### config.mk
export PLATFORM = sky130hd
export DESIGN_NAME = alu_seq
export DESIGN_NICKNAME = d
export VERILOG_FILES = /design/src/rtl/alu_seq_pkg.sv /design/src/rtl/alu_seq_iter.sv /design/src/rtl/alu_seq.sv
export SDC_FILE = /design/constraint.sdc
export NUM_CORES = 1
export LEC_CHECK = 0
export BUFFER_PORTS_ARGS = -buffer_cell sky130_fd_sc_hd__buf_2
export CELL_PAD_IN_SITES_DETAIL_PLACEMENT = 2
export CELL_PAD_IN_SITES_GLOBAL_PLACEMENT = 2
export CORE_MARGIN = 8
export CORE_UTILIZATION = 39
export CTS_CLUSTER_DIAMETER = 120
export DETAILED_ROUTE_END_ITERATION = 8
export GPL_TIMING_DRIVEN = 0
export MAX_ROUTING_LAYER = met4
export PLACE_DENSITY = 0.91
export SLEW_MARGIN = 40
export SYNTH_ARGS = -nofsm -noshare
export SYNTH_HDL_FRONTEND = slang
export SYNTH_SLANG_ARGS = --single-unit
### constraint.sdc
create_clock -name clk -period 9.5 [get_ports clk]
set_clock_uncertainty 0.05 [all_clocks]
set_input_delay 1.425 -clock clk [delete_from_list [all_inputs] [get_ports clk]]
set_output_delay 1.425 -clock clk [all_outputs]
set_load 0.02 [all_outputs]
### src/rtl/alu_seq_pkg.sv
// Shared mode encodings, FSM states and flag bundle for the sequential ALU.
// Pure definitions: no latency, no backpressure.
// Imported by alu_seq and alu_seq_iter.
package alu_seq_pkg;

    localparam logic [3:0] MODE_AND  = 4'd0;
    localparam logic [3:0] MODE_OR   = 4'd1;
    localparam logic [3:0] MODE_XOR  = 4'd2;
    localparam logic [3:0] MODE_SHCL = 4'd3;
    localparam logic [3:0] MODE_SHCR = 4'd4;
    localparam logic [3:0] MODE_NOT  = 4'd5;
    localparam logic [3:0] MODE_SUB  = 4'd6;
    localparam logic [3:0] MODE_ADD  = 4'd7;
    localparam logic [3:0] MODE_ADC  = 4'd8;
    localparam logic [3:0] MODE_SBB  = 4'd9;
    localparam logic [3:0] MODE_SHL  = 4'd10;
    localparam logic [3:0] MODE_SHR  = 4'd11;
    localparam logic [3:0] MODE_SAR  = 4'd12;
    localparam logic [3:0] MODE_MUL  = 4'd13;

    typedef enum logic [1:0] {
        ST_IDLE = 2'd0,
        ST_BUSY = 2'd1,
        ST_DONE = 2'd2
    } alu_state_t;

    typedef struct packed {
        logic cout;
        logic zero;
        logic neg;
        logic ovf;
        logic illegal;
    } flags_t;

    function automatic logic is_shift(input logic [3:0] m);
        return (m == MODE_SHL) || (m == MODE_SHR) || (m == MODE_SAR);
    endfunction

endpackage

### src/rtl/alu_seq_iter.sv
// Iterative engine: one-bit-per-cycle shifts (SHL/SHR/SAR) and shift-add multiply.
// Latency: n step cycles for shifts, WIDTH step cycles for MUL; done pulses with the final result.
// No backpressure: the caller holds step high until done and must consume the result that cycle.
module alu_seq_iter
    import alu_seq_pkg::*;
#(
    parameter int WIDTH = 32,
    parameter int CNT_W = $clog2(WIDTH)
) (
    input  logic             clk,
    input  logic             reset,
    input  logic             start,
    input  logic             step,
    input  logic [3:0]       op,
    input  logic [WIDTH-1:0] a,
    input  logic [WIDTH-1:0] b,
    input  logic [CNT_W-1:0] n,
    input  logic             cin,
    output logic             done,
    output logic [WIDTH-1:0] result,
    output logic             cout
);

    localparam logic [CNT_W:0] CNT_MUL = (CNT_W+1)'(WIDTH);
    localparam logic [CNT_W:0] CNT_ONE = (CNT_W+1)'(1);

    logic [3:0]       op_q;
    logic [WIDTH-1:0] a_q;
    logic [WIDTH-1:0] acc_q, acc_d;
    logic [WIDTH-1:0] hi_q, hi_d;
    logic             cout_q, cout_d;
    logic [CNT_W:0]   cnt_q;
    logic [WIDTH:0]   mul_sum;

    // Multiplier keeps the partial product in hi_q and the shrinking multiplier in acc_q.
    assign mul_sum = {1'b0, hi_q} + (acc_q[0] ? {1'b0, a_q} : '0);

    always_comb begin
        acc_d  = acc_q;
        hi_d   = hi_q;
        cout_d = cout_q;
        case (op_q)
            MODE_SHL: begin
                acc_d  = {acc_q[WIDTH-2:0], 1'b0};
                cout_d = acc_q[WIDTH-1];
            end
            MODE_SHR: begin
                acc_d  = {1'b0, acc_q[WIDTH-1:1]};
                cout_d = acc_q[0];
            end
            MODE_SAR: begin
                acc_d  = {acc_q[WIDTH-1], acc_q[WIDTH-1:1]};
                cout_d = acc_q[0];
            end
            MODE_MUL: begin
                hi_d   = mul_sum[WIDTH:1];
                acc_d  = {mul_sum[0], acc_q[WIDTH-1:1]};
                cout_d = |hi_d;
            end
            default: ;
        endcase
    end

    assign done   = step && (cnt_q == CNT_ONE);
    assign result = acc_d;
    assign cout   = cout_d;

    always_ff @(posedge clk) begin
        if (reset) begin
            op_q   <= MODE_AND;
            a_q    <= '0;
            acc_q  <= '0;
            hi_q   <= '0;
            cout_q <= 1'b0;
            cnt_q  <= '0;
        end else if (start) begin
            op_q   <= op;
            a_q    <= a;
            acc_q  <= (op == MODE_MUL) ? b : a;
            hi_q   <= '0;
            cout_q <= cin;
            cnt_q  <= (op == MODE_MUL) ? CNT_MUL : {1'b0, n};
        end else if (step) begin
            acc_q  <= acc_d;
            hi_q   <= hi_d;
            cout_q <= cout_d;
            cnt_q  <= cnt_q - CNT_ONE;
        end
    end

endmodule

### src/rtl/alu_seq.sv
// Registered ALU with valid/ready handshake; one operation in flight.
// Latency: 1 cycle for single-cycle ops, 1+n for shifts by n, 1+WIDTH for MUL.
// Backpressure: result held in DONE until out_ready; in_ready only while IDLE.
module alu_seq
    import alu_seq_pkg::*;
#(
    parameter int WIDTH = 32,
    parameter int CNT_W = $clog2(WIDTH)
) (
    input  logic             clk,
    input  logic             reset,
    input  logic             enable,
    input  logic             in_valid,
    output logic             in_ready,
    input  logic [3:0]       mode,
    input  logic [WIDTH-1:0] in_A,
    input  logic [WIDTH-1:0] in_B,
    input  logic             carry_in,
    output logic             out_valid,
    input  logic             out_ready,
    output logic [WIDTH-1:0] out,
    output logic             carry_out,
    output logic             zero_flag,
    output logic             neg_flag,
    output logic             ovf_flag,
    output logic             illegal
);

    alu_state_t       state_q, state_d;
    flags_t           flags_q;
    logic [WIDTH-1:0] out_q;

    logic             accept;
    logic             iter_op;
    logic [CNT_W-1:0] shift_n;
    logic             iter_done;
    logic [WIDTH-1:0] iter_res;
    logic             iter_cout;

    logic [WIDTH-1:0] b_eff;
    logic             add_cin;
    logic [WIDTH:0]   sum;
    logic [WIDTH-1:0] res;
    logic             res_cout;
    logic             res_ovf;
    logic             res_ill;

    assign shift_n = in_B[CNT_W-1:0];
    assign accept  = in_valid && (state_q == ST_IDLE) && !enable;
    // A shift by zero has nothing to iterate and completes like a single-cycle op.
    assign iter_op = (mode == MODE_MUL) || (is_shift(mode) && (shift_n != '0));

    always_comb begin
        b_eff    = ((mode == MODE_SUB) || (mode == MODE_SBB)) ? ~in_B : in_B;
        add_cin  = (mode == MODE_ADD) ? 1'b0 : (mode == MODE_SUB) ? 1'b1 : carry_in;
        sum      = {1'b0, in_A} + {1'b0, b_eff} + {{WIDTH{1'b0}}, add_cin};
        res      = '0;
        res_cout = carry_in;
        res_ovf  = 1'b0;
        res_ill  = 1'b0;
        case (mode)
            MODE_AND: res = in_A & in_B;
            MODE_OR:  res = in_A | in_B;
            MODE_XOR: res = in_A ^ in_B;
            MODE_NOT: res = ~in_A;
            MODE_SHCL: begin
                res      = {in_A[WIDTH-2:0], carry_in};
                res_cout = in_A[WIDTH-1];
            end
            MODE_SHCR: begin
                res      = {carry_in, in_A[WIDTH-1:1]};
                res_cout = in_A[0];
            end
            MODE_ADD, MODE_SUB, MODE_ADC, MODE_SBB: begin
                res      = sum[WIDTH-1:0];
                res_cout = sum[WIDTH];
                res_ovf  = (in_A[WIDTH-1] == b_eff[WIDTH-1]) && (sum[WIDTH-1] != in_A[WIDTH-1]);
            end
            MODE_SHL, MODE_SHR, MODE_SAR: res = in_A;
            MODE_MUL: res = '0;
            default: begin
                res_cout = 1'b0;
                res_ill  = 1'b1;
            end
        endcase
    end

    alu_seq_iter #(
        .WIDTH (WIDTH),
        .CNT_W (CNT_W)
    ) u_iter (
        .clk    (clk),
        .reset  (reset),
        .start  (accept && iter_op),
        .step   (state_q == ST_BUSY),
        .op     (mode),
        .a      (in_A),
        .b      (in_B),
        .n      (shift_n),
        .cin    (carry_in),
        .done   (iter_done),
        .result (iter_res),
        .cout   (iter_cout)
    );

    always_ff @(posedge clk) begin
        if (reset) state_q <= ST_IDLE;
        else       state_q <= state_d;
    end

    always_comb begin
        state_d = state_q;
        case (state_q)
            ST_IDLE: if (accept) state_d = iter_op ? ST_BUSY : ST_DONE;
            ST_BUSY: if (iter_done) state_d = ST_DONE;
            ST_DONE: if (out_ready) state_d = ST_IDLE;
            default: state_d = ST_IDLE;
        endcase
    end

    always_ff @(posedge clk) begin
        if (reset) begin
            out_q   <= '0;
            flags_q <= '0;
        end else if (accept && !iter_op) begin
            out_q           <= res;
            flags_q.cout    <= res_cout;
            flags_q.zero    <= (res == '0);
            flags_q.neg     <= res[WIDTH-1];
            flags_q.ovf     <= res_ovf;
            flags_q.illegal <= res_ill;
        end else if (iter_done) begin
            out_q           <= iter_res;
            flags_q.cout    <= iter_cout;
            flags_q.zero    <= (iter_res == '0);
            flags_q.neg     <= iter_res[WIDTH-1];
            flags_q.ovf     <= 1'b0;
            flags_q.illegal <= 1'b0;
        end
    end

    assign in_ready  = (state_q == ST_IDLE);
    assign out_valid = (state_q == ST_DONE);
    assign out       = out_q;
    assign carry_out = flags_q.cout;
    assign zero_flag = flags_q.zero;
    assign neg_flag  = flags_q.neg;
    assign ovf_flag  = flags_q.ovf;
    assign illegal   = flags_q.illegal;

endmodule
Word level (Yosys, flattened, before mapping)

Cells that the tools add are included.

Register bits after elaboration: 146
Word-level logic and storage cells: 103
Output and inout port bits: 39
Bits of input ports: 74

Add/subtract/negate cells: 4
Muxes and demuxes: 27
Eq/ne operators: 25
Bitwise logic cells: 5
Reductions and logical operators: 29

Operators by type and width:

| cell                 | number |
|---|---|
| $pmux W32 S8         | 1 |
| $mux W32             | 7 |
| $pmux W32 S4         | 1 |
| $logic_not A32 Y1    | 2 |
| $not A32 Y32         | 2 |
| $eq A4 B4 Y1 const B | 10 |
| $add A32 B32 Y33     | 1 |
| $add A32 B33 Y33     | 1 |
| $add A33 B1 Y33      | 1 |
| $and A32 B32 Y32     | 1 |
| $or A32 B32 Y32      | 1 |
| $reduce_or A32 Y1    | 1 |
| $xor A32 B32 Y32     | 1 |
| $mux W6              | 3 |
| $eq A4 B3 Y1 const B | 4 |
| $reduce_or A14 Y1    | 1 |
| $mux W5              | 2 |
| $eq A4 B2 Y1 const B | 2 |
| $mux W2              | 4 |
| $reduce_or A8 Y1     | 1 |
| $logic_and A1 B1 Y1  | 7 |
| $eq A6 B1 Y1 const B | 1 |
| $mux W1              | 6 |
| $pmux W2 S3          | 1 |
| 21 further kinds     | 28 |

Logic depth before layout (Yosys ltp)

Gate-level depths: netlist of run 1.

Depth in word-level cells: 9
Mapped depth: 20
Gate-level depth less buffers: 17

Cells and area by module

From an unflattened synthesis of run 1, not the netlist that was laid out.

Cell total of the unflattened synthesis: 1933
Area total of the unflattened synthesis: 14656.6 um2

Modules (own cells, without submodules):

| module       | cells each | times used | sequential area each (um2) | area each (um2) |
|---|---|---|---|---|
| alu_seq_iter | 972        | 1          | 2142.1                     | 7524.7 |
| alu_seq      | 961        | 1          | 760.7                      | 7131.8 |

Worst setup path before layout of run 1

No wires, ideal clock.

Path type: input to register
Start point: in mode[0]
End point: reg flags_q (netlist bit zero_flag)
Data required time: 9.392 ns
Library setup time: 0.058 ns
Stages on the path: 20
Data arrival time: 6.350 ns
Buffers on the path: 4
Path slack: 3.042 ns
Path through: buf_4 buf_2 buf_1 nor3_1 a31oi_1 clkbuf_1 xnor2_1 fa_1 fa_1 nand2b_1 a21o_1 a21oi_2 o2111ai_2 a2111oi_0 nor3_1 xor2_1 o21ai_0 or4_1 nor4_1 a21o_1

Longest elaborated chain between the ends: 8
Elaborated cells on any way between the ends: 32
Those cells by class: 2 x add/sub; 13 x eq/ne; 5 x mux; 12 x reduce/logical

RTL lines:

| element                                                  | line                                        | RTL |
|---|---|---|
| from (decl)                                              | alu_seq.sv:15                               | `input logic [3:0] mode,` |
| $eq A4 B3 Y1 (tied with other cells)                     | alu_seq.sv:54, alu_seq.sv:55, alu_seq.sv:61 |  |
| $logic_or A1 B1 Y1, on equally long branches             | alu_seq.sv:54, alu_seq_pkg.sv:36            |  |
| $mux W32 or $logic_or A1 B1 Y1 (tied branches)           | alu_seq.sv:54, alu_seq_pkg.sv:36            |  |
| $add A32 B32 Y33 or $logic_and A1 B1 Y1 (tied branches)  | alu_seq.sv:56, alu_seq.sv:51                |  |
| $add A33 B1 Y33 or $logic_or A1 B1 Y1 (tied branches)    | alu_seq.sv:56, alu_seq.sv:51                |  |
| $pmux W32 S8 or $logic_not A1 Y1 (tied branches)         | alu_seq.sv:61, alu_seq.sv:125               |  |
| $logic_not A32 Y1 or $logic_and A1 B1 Y1 (tied branches) | alu_seq.sv:128, alu_seq.sv:125              |  |
| $mux W5 or $reduce_bool A2 Y1 (tied branches)            | -                                           |  |
| to (decl)                                                | alu_seq.sv:30                               | `flags_t flags_q;` |

Several ways; a longest one is shown, not always the timed one.
A chain may end at the register's enable or synchronous reset.

Worst setup path after layout of run 1

Same ends and word-level chain as after synthesis.

==> impl_results.md, run 1 <==
* Run status: completed
* GPL Wtd Cong at a little over 1
* Pwr Total at around 2.0 mW
* Inserted Clock Buffers at 17
* Starting Density at between 30 and 40%
* Commonest cells in the synthesized netlist: nand2_1 (289), a21oi_1 (201), nor2_1 (176)
* Die H at ~200 um
* Fmax at between 100 and 150 MHz
* Vias per Instance at roughly 6.5
* Crit path max fanout at 10
* Area Overhead vs Synth at 12.90%
* Synth cell types at 87
* Slew at the pin closest to its max-slew limit at 910.7 ps
* I/O Pins at about 110
* Sequential area share after synthesis at a little over a fifth
* Skew-Pair Late Insertion Delay at 460 ps
* Part of the power in registers at roughly a third
* Crit. End Element: register
* Hold Crit Class: register to register
* Internal power at 1.238 mW
* Vias in the first global route at 17,830
* YS warnings at 0
* Clock share of power at 36.5%
* Synth top area share at a little over a fifth
* Root Buffer: clkbuf_16
* Max_cap viols at 0
* Area contributors post-synth: dfxtp_1 (21%), ha_1 (12%), nand2_1 (7.9%), a21oi_1 (7.3%), nor2_1 (4.8%)
* Worst setup SP type: input pin
* Register area at between 2000 and 3000 um^2
* Sw Ratio at between 30 and 40%
* Critical path's largest stage delay at between 600 and 700 ps
* Tmin final at 7942 ps
* PnR worst setup slack at approximately 1600 ps
* CTS-repair resized insts at 0
* Drt wl/cell at around 29 um
* CTS H-tree lvls at 4
* Combinational share of power at between 30% and 40%
* Postcts setup bufs at 0
* Fin. max-slew vios at 0
* Gr ovfl total at 0
* P_leak at 6.427 nW
* Port Buffer Count at around 110
* First-pass GRT wire length at 110,200 um
* Cell Count Post-Placement at around 2,500
* HPWL Detailed at roughly 57,000 um
* Initial antenna violation count at 1
* Layout Cells excl Fill at 2,498
* CTS tree: done
* Critical Path Start: mode[0]
* Mapped cell area at 13,810 um^2
* Setup WS pre-CTS at between 900 and 1000 ps
* Drt pass-1 iters at 9
* RSZ-0062 raised after global routing: false
* CTS Buffer Depth at 2
* Largest area contributor in the netlist: dfxtp_1
* Hold_buf cts at 0
* Detail Route Antenna Nets at 0
* Setup violations, final at 0
* WL final at around 73,000 um
* Full die area at about 42,000 um^2
* Cells along the critical path: buf_4, buf_2, buf_1, nor3_1, a31oi_2, clkbuf_2, xnor2_1, fa_1, fa_1, nand2b_1, a21o_1, a21oi_2, o21ai_0, a31oi_1, o311ai_0, nor3_1, nand4b_1, or4_1, nor4_1, a21o_1
* CP arrival at about 8300 ps
* Most used DFF post-synth: dfxtp_1
* Most numerous cell in the Yosys netlist: nand2_1
* Setup TNS at 0 ps
* Worst R2R Start: u_iter.acc_q[0]$_SDFFE_PP0P_
* Post-Syn Nets at approximately 2,100
* DR iter-0 viols at between 1,000 and 1,500
* Highest-delay cell along the critical path: a31oi_1
* Post-synth ARST share at 0%
* Hold Path Origin: u_iter.a_q[14]$_SDFFE_PP0P_
* Syn Area/Cell at between 7 and 8 um^2
* Gr usage total at between 30% and 40%
* Register bit total from synthesis at approximately 150
* Kind of critical path: input pin to register
* Num rows at a little under 70
* Core ar. at around 35,000 um^2
* Period utilisation layout at 83.61%
* Die W at between 200 and 250 um
* Share of cells above drive strength 1 at a little over a tenth
* CP Data Required Time at 9860 ps
* Post-synth EDFFs at 0
* Filler cells at 4,142
* CTS clock-pin slew for the worst setup and hold paths at approximately 70 ps
* Switch Pwr at roughly 740 uW
* VDD IR max at 0.1276 mV
* Final net count at 2,229
* PD cells at roughly 130 nW/um^2
* Detailed-route via count at roughly 16,000
* Area of the multi-input gates at 10,030 um^2
* Post-route DRC violation count at 0
* Rel. slew slack at between 30 and 40%
* Final hold viol count at 0
* CTS sink count at around 150
* Largest net degree at the start of global routing at 17
* Mapped Cells at about 1,900
-- sequential cells by signal, summed over array words and instances, names as in the netlist --
signal         count
u_iter.a_q        32
u_iter.acc_q      32
u_iter.hi_q       32
out               31
u_iter.cnt_q       6
u_iter.op_q        4
state_q            2
carry_out          1
illegal            1
neg_flag           1
ovf_flag           1
u_iter.cout_q      1
zero_flag          1
-- cells by family (layout without fill, tap and decap cells) --
| kind of cell | after synthesis | after routing | share of synthesized area, % |
|---|---|---|---|
| adders and majority gates | 132 | 132 | 12.12 |
| xor gates and xnor gates | 76 | 76 | 4.821 |
| buffers and inverters | 221 | 364 | 6.578 |
| other | 0 | 1 | 0 |
| muxes | 41 | 41 | 3.824 |
| DFF | 145 | 145 | 21.02 |
| AOI/OAI and AO/OA | 590 | 590 | 28.87 |
| and+or+nand+nor | 688 | 688 | 22.76 |
-- metal layers --
layer | global-route usage (%) | wire length [um] | vias up
met5 | - | 0 | -
met1 | 38.99 | 28450 | 8226
met4 | 24.43 | 5586 | 0
li1 | - | - | 7139
met2 | 59.03 | 35160 | 707
met3 | 4.803 | 4186 | 271
-- cells in the final DEF (no fill, tap or decap), drive strengths merged, types with 9 or more instances in the layout --
master and count:
o21a 14, o211ai 26, nor2 176, a222oi 24, inv 95, xor2 25, mux4 9, nor2b 20
a21oi 204, o21ai 76, a211o 10, a2111oi 13, nand3 23, a22oi 45, o22ai 21, nand4 26
nor4 10, buf 143, nand2 289, xnor2 51, a31oi 11, nand2b 18, a21o 22, a211oi 20
a221oi 45, dfxtp 145, and3 11, nor3 34, and2 41, ha 129, mux2i 28, clkbuf 117
-- worst max-delay path, delay by kind of cell --
family	cells	cell delay, ps
buffers and inverters	4	1720
AO/OA/AOI/OAI	7	2360
XOR/XNOR	1	150
adder cells (fa/ha/maj)	2	950
AND/OR/NAND/NOR	6	1670
-- final cells by class --
type                            instances  share of cell area [%]
Clock inverter                         11                  0.8106
Multi-Input combinational cell       1527                   64.35
Timing Repair Buffer                  111                   3.563
Clock buffer                           21                   3.082
Sequential cell                       145                   18.62
Antenna cell                            1                 0.01605
Tap cell                              461                   3.700
Buffer                                128                   3.620
Inverter                               93                   2.239
-- per-stage QoR --
| stage | utilization [%] | hold WS (ps) | instance area, um^2 |
|---|---|---|---|
| global placement | 42.39 | 389.6 | 14930 |
| floorplan | - | 381.7 | 13810 |
| finish | 44.26 | 407.5 | 15590 |
| global route | 44.26 | 429.7 | 15590 |
| CTS | 44.19 | 408.8 | 15570 |
| detailed placement | 42.47 | 397.8 | 14960 |
-- power groups by stage --
stage	logic, mW	registers [mW]	clock network, mW
finish	0.614	0.640	0.722
global route	0.645	0.642	0.746
CTS	0.596	0.640	0.723
detailed placement	0.591	0.653	0
global placement	0.562	0.651	0
floorplan	0.344	0.658	0
-- path summary, 6_finish.rpt --
kind	endpoint	slack (ps)	cells after the start
worst max-delay path	zero_flag$_SDFFE_PP0P_	1560	20
worst min-delay path	u_iter.a_q[14]$_SDFFE_PP0P_	410	2
worst max register to register	carry_out$_SDFFE_PP0P_	3120	17
worst min register to register	u_iter.a_q[14]$_SDFFE_PP0P_	410	2
No activity file was read; power rests on OpenSTA's default activity.
==> inputs of run 2 (changes only) <==
Settings changed: CORE_UTILIZATION 39 to 36, PLACE_DENSITY 0.91 to 0.85.
Clock period 9.5 ns to 7.45 ns, I/O delays scaled along.
==> run 2 against run 1 <==
Against the previous run:
- count of clock-buffer cells in the layout shrank 3
- setup slack got worse by 910 ps
- global-route usage fell by 3.3 points
- flip-flop and latch count did not move
- clock power up 30%
- total power is 28% higher
==> impl_results.md, run 2 (same netlist as run 1, synthesis figures left out) <==
* Post-route DRC violation count at 0
* Root Buffer: clkbuf_16
* Slew at the pin closest to its max-slew limit at about 900 ps
* Max_cap viols at 0
* Core ar. at between 30,000 and 40,000 um^2
* Initial antenna violation count at 1
* Inserted Clock Buffers at 17
* Starting Density at between 30% and 40%
* GPL Wtd Cong at a little under 1
* Share of cells above drive strength 1 at roughly 11%
* CTS clock-pin slew for the worst setup and hold paths at about 70 ps
* Fmax at roughly 150 MHz
* VDD IR max at roughly 0.15 mV
* Drt pass-1 iters at 9
* Detail Route Antenna Nets at 0
* Setup violations, final at 0
* CTS tree: done
* I/O Pins at between 100 and 150
* Most common cell after layout, fill and taps aside: nand2_1
* Die W at approximately 210 um
* Run status: completed
* Worst setup SP type: input pin
* Final hold viol count at 0
* CTS sink count at 145
* CP arrival at 7160 ps
* Drt wl/cell at between 20 and 30 um
* Largest net degree at the start of global routing at 17
* Kind of critical path: input pin to register
* Vias per Instance at approximately 6.3
* Crit path max fanout at 19
* Num rows at 71
* Gr usage total at between 30% and 40%
* First-pass GRT wire length at ~110,000 um
* DR iter-0 viols at 1,166
* Crit. End Element: register
* Area Overhead vs Synth at 13.48%
* Full die area at about 45,000 um^2
* Die H at around 210 um
* Placed Area at roughly 15,000 um^2
* Commonest non-fill, non-tap cells in the layout: nand2_1 (289), a21oi_1 (201), nor2_1 (175)
* Filler cells at approximately 4,500
* Hold Crit Class: register to register
* Port Buffer Count at ~110
* CP Data Required Time at 7810 ps
* CTS Buffer Depth at 2
* Top Registers: u_iter.a_q: 32 flops, u_iter.acc_q: 32 flops, u_iter.hi_q: 32 flops
* WL final at 70,740 um
* HPWL Detailed at about 57,000 um
* Setup TNS at 0 ps
* RSZ-0062 raised after global routing: false
* Tmin final at a little under 7000 ps
* Vias in the first global route at about 17,000
* Postcts setup bufs at 0
* CTS H-tree lvls at 4
* PD cells at 160.9 nW/um^2
* Rel. slew slack at about 40%
* Skew-Pair Late Insertion Delay at 460 ps
* Gr ovfl total at 0
* Fin. max-slew vios at 0
* Final net count at 2,228
* Detailed-route via count at 16,010
* Period utilisation layout at 91.31%
* P_leak at 6.447 nW
* Fin Hold WS at 403.6 ps
* Post-layout instance area at 15,670 um^2
* Pwr Total at roughly 2.5 mW
* Hold_buf cts at 0
-- run 2: final timing paths --
| check | startpoint | to | slack [ps] | cells past startpoint |
|---|---|---|---|---|
| worst min register to register | u_iter.a_q[30]$_SDFFE_PP0P_ | u_iter.a_q[30]$_SDFFE_PP0P_ | 400 | 2 |
| worst max-delay path | mode[0] | zero_flag$_SDFFE_PP0P_ | 650 | 19 |
| worst min-delay path | u_iter.a_q[30]$_SDFFE_PP0P_ | u_iter.a_q[30]$_SDFFE_PP0P_ | 400 | 2 |
| worst max register to register | u_iter.acc_q[0]$_SDFFE_PP0P_ | carry_out$_SDFFE_PP0P_ | 1240 | 17 |
-- run 2: cell type report --
cell class | count | area (um^2) | share of cell area (%)
inverter | 93 | 349.1 | 2.228
multi-input combinational | 1527 | 10040 | 64.08
clock inverter | 13 | 187.7 | 1.198
sequential | 145 | 2903 | 18.52
antenna | 1 | 2.502 | 0.01597
timing repair buffer | 112 | 560.5 | 3.577
clock buffer | 18 | 429.2 | 2.739
buffer | 126 | 556.8 | 3.553
tap | 511 | 639.4 | 4.080
-- run 2: report_power, final --
part           switching [mW]  total, mW  internal (mW)
Combinational           0.519      0.770          0.251
Sequential             0.0184      0.816          0.797
Clock                   0.376      0.935          0.560
-- run 2: what timing repair did --
action,in CTS,in global routing
resized for setup,1,2
pin swaps,0,0
setup endpoints to repair,1,3
-- run 2: metrics by stage --
step	cells	utilization, %	setup slack [ps]
floorplan	1893	-	1300
global placement	2513	39.71	-833.2
detailed placement	2516	39.81	-515.8
CTS	2547	41.46	68.03
global route	2546	41.50	282.4
finish	2546	41.50	647.7
-- run 2: critical path, stage by stage --
cell and delay (ps):
buf_4 180, buf_2 520, nor3_1 170, a31oi_2 420
buf_2 480, xnor2_1 160, fa_1 480, fa_1 480
nand2b_1 210, a21o_1 220, a21oi_2 290, o2111ai_2 240
a2111oi_0 530, nor3_1 130, xor2_1 200, o21ai_0 260
or4_1 630, nor4_1 270, a21o_1 160
-- run 2: layer usage --
layer / track usage [%] / share of wire (%) / vias up
li1: - / - / 7131
met1: 35.78 / 40 / 8097
met2: 53.57 / 48 / 556
met3: 4.259 / 4.8 / 221
met4: 20.99 / 7.0 / 0
met5: - / 0 / -
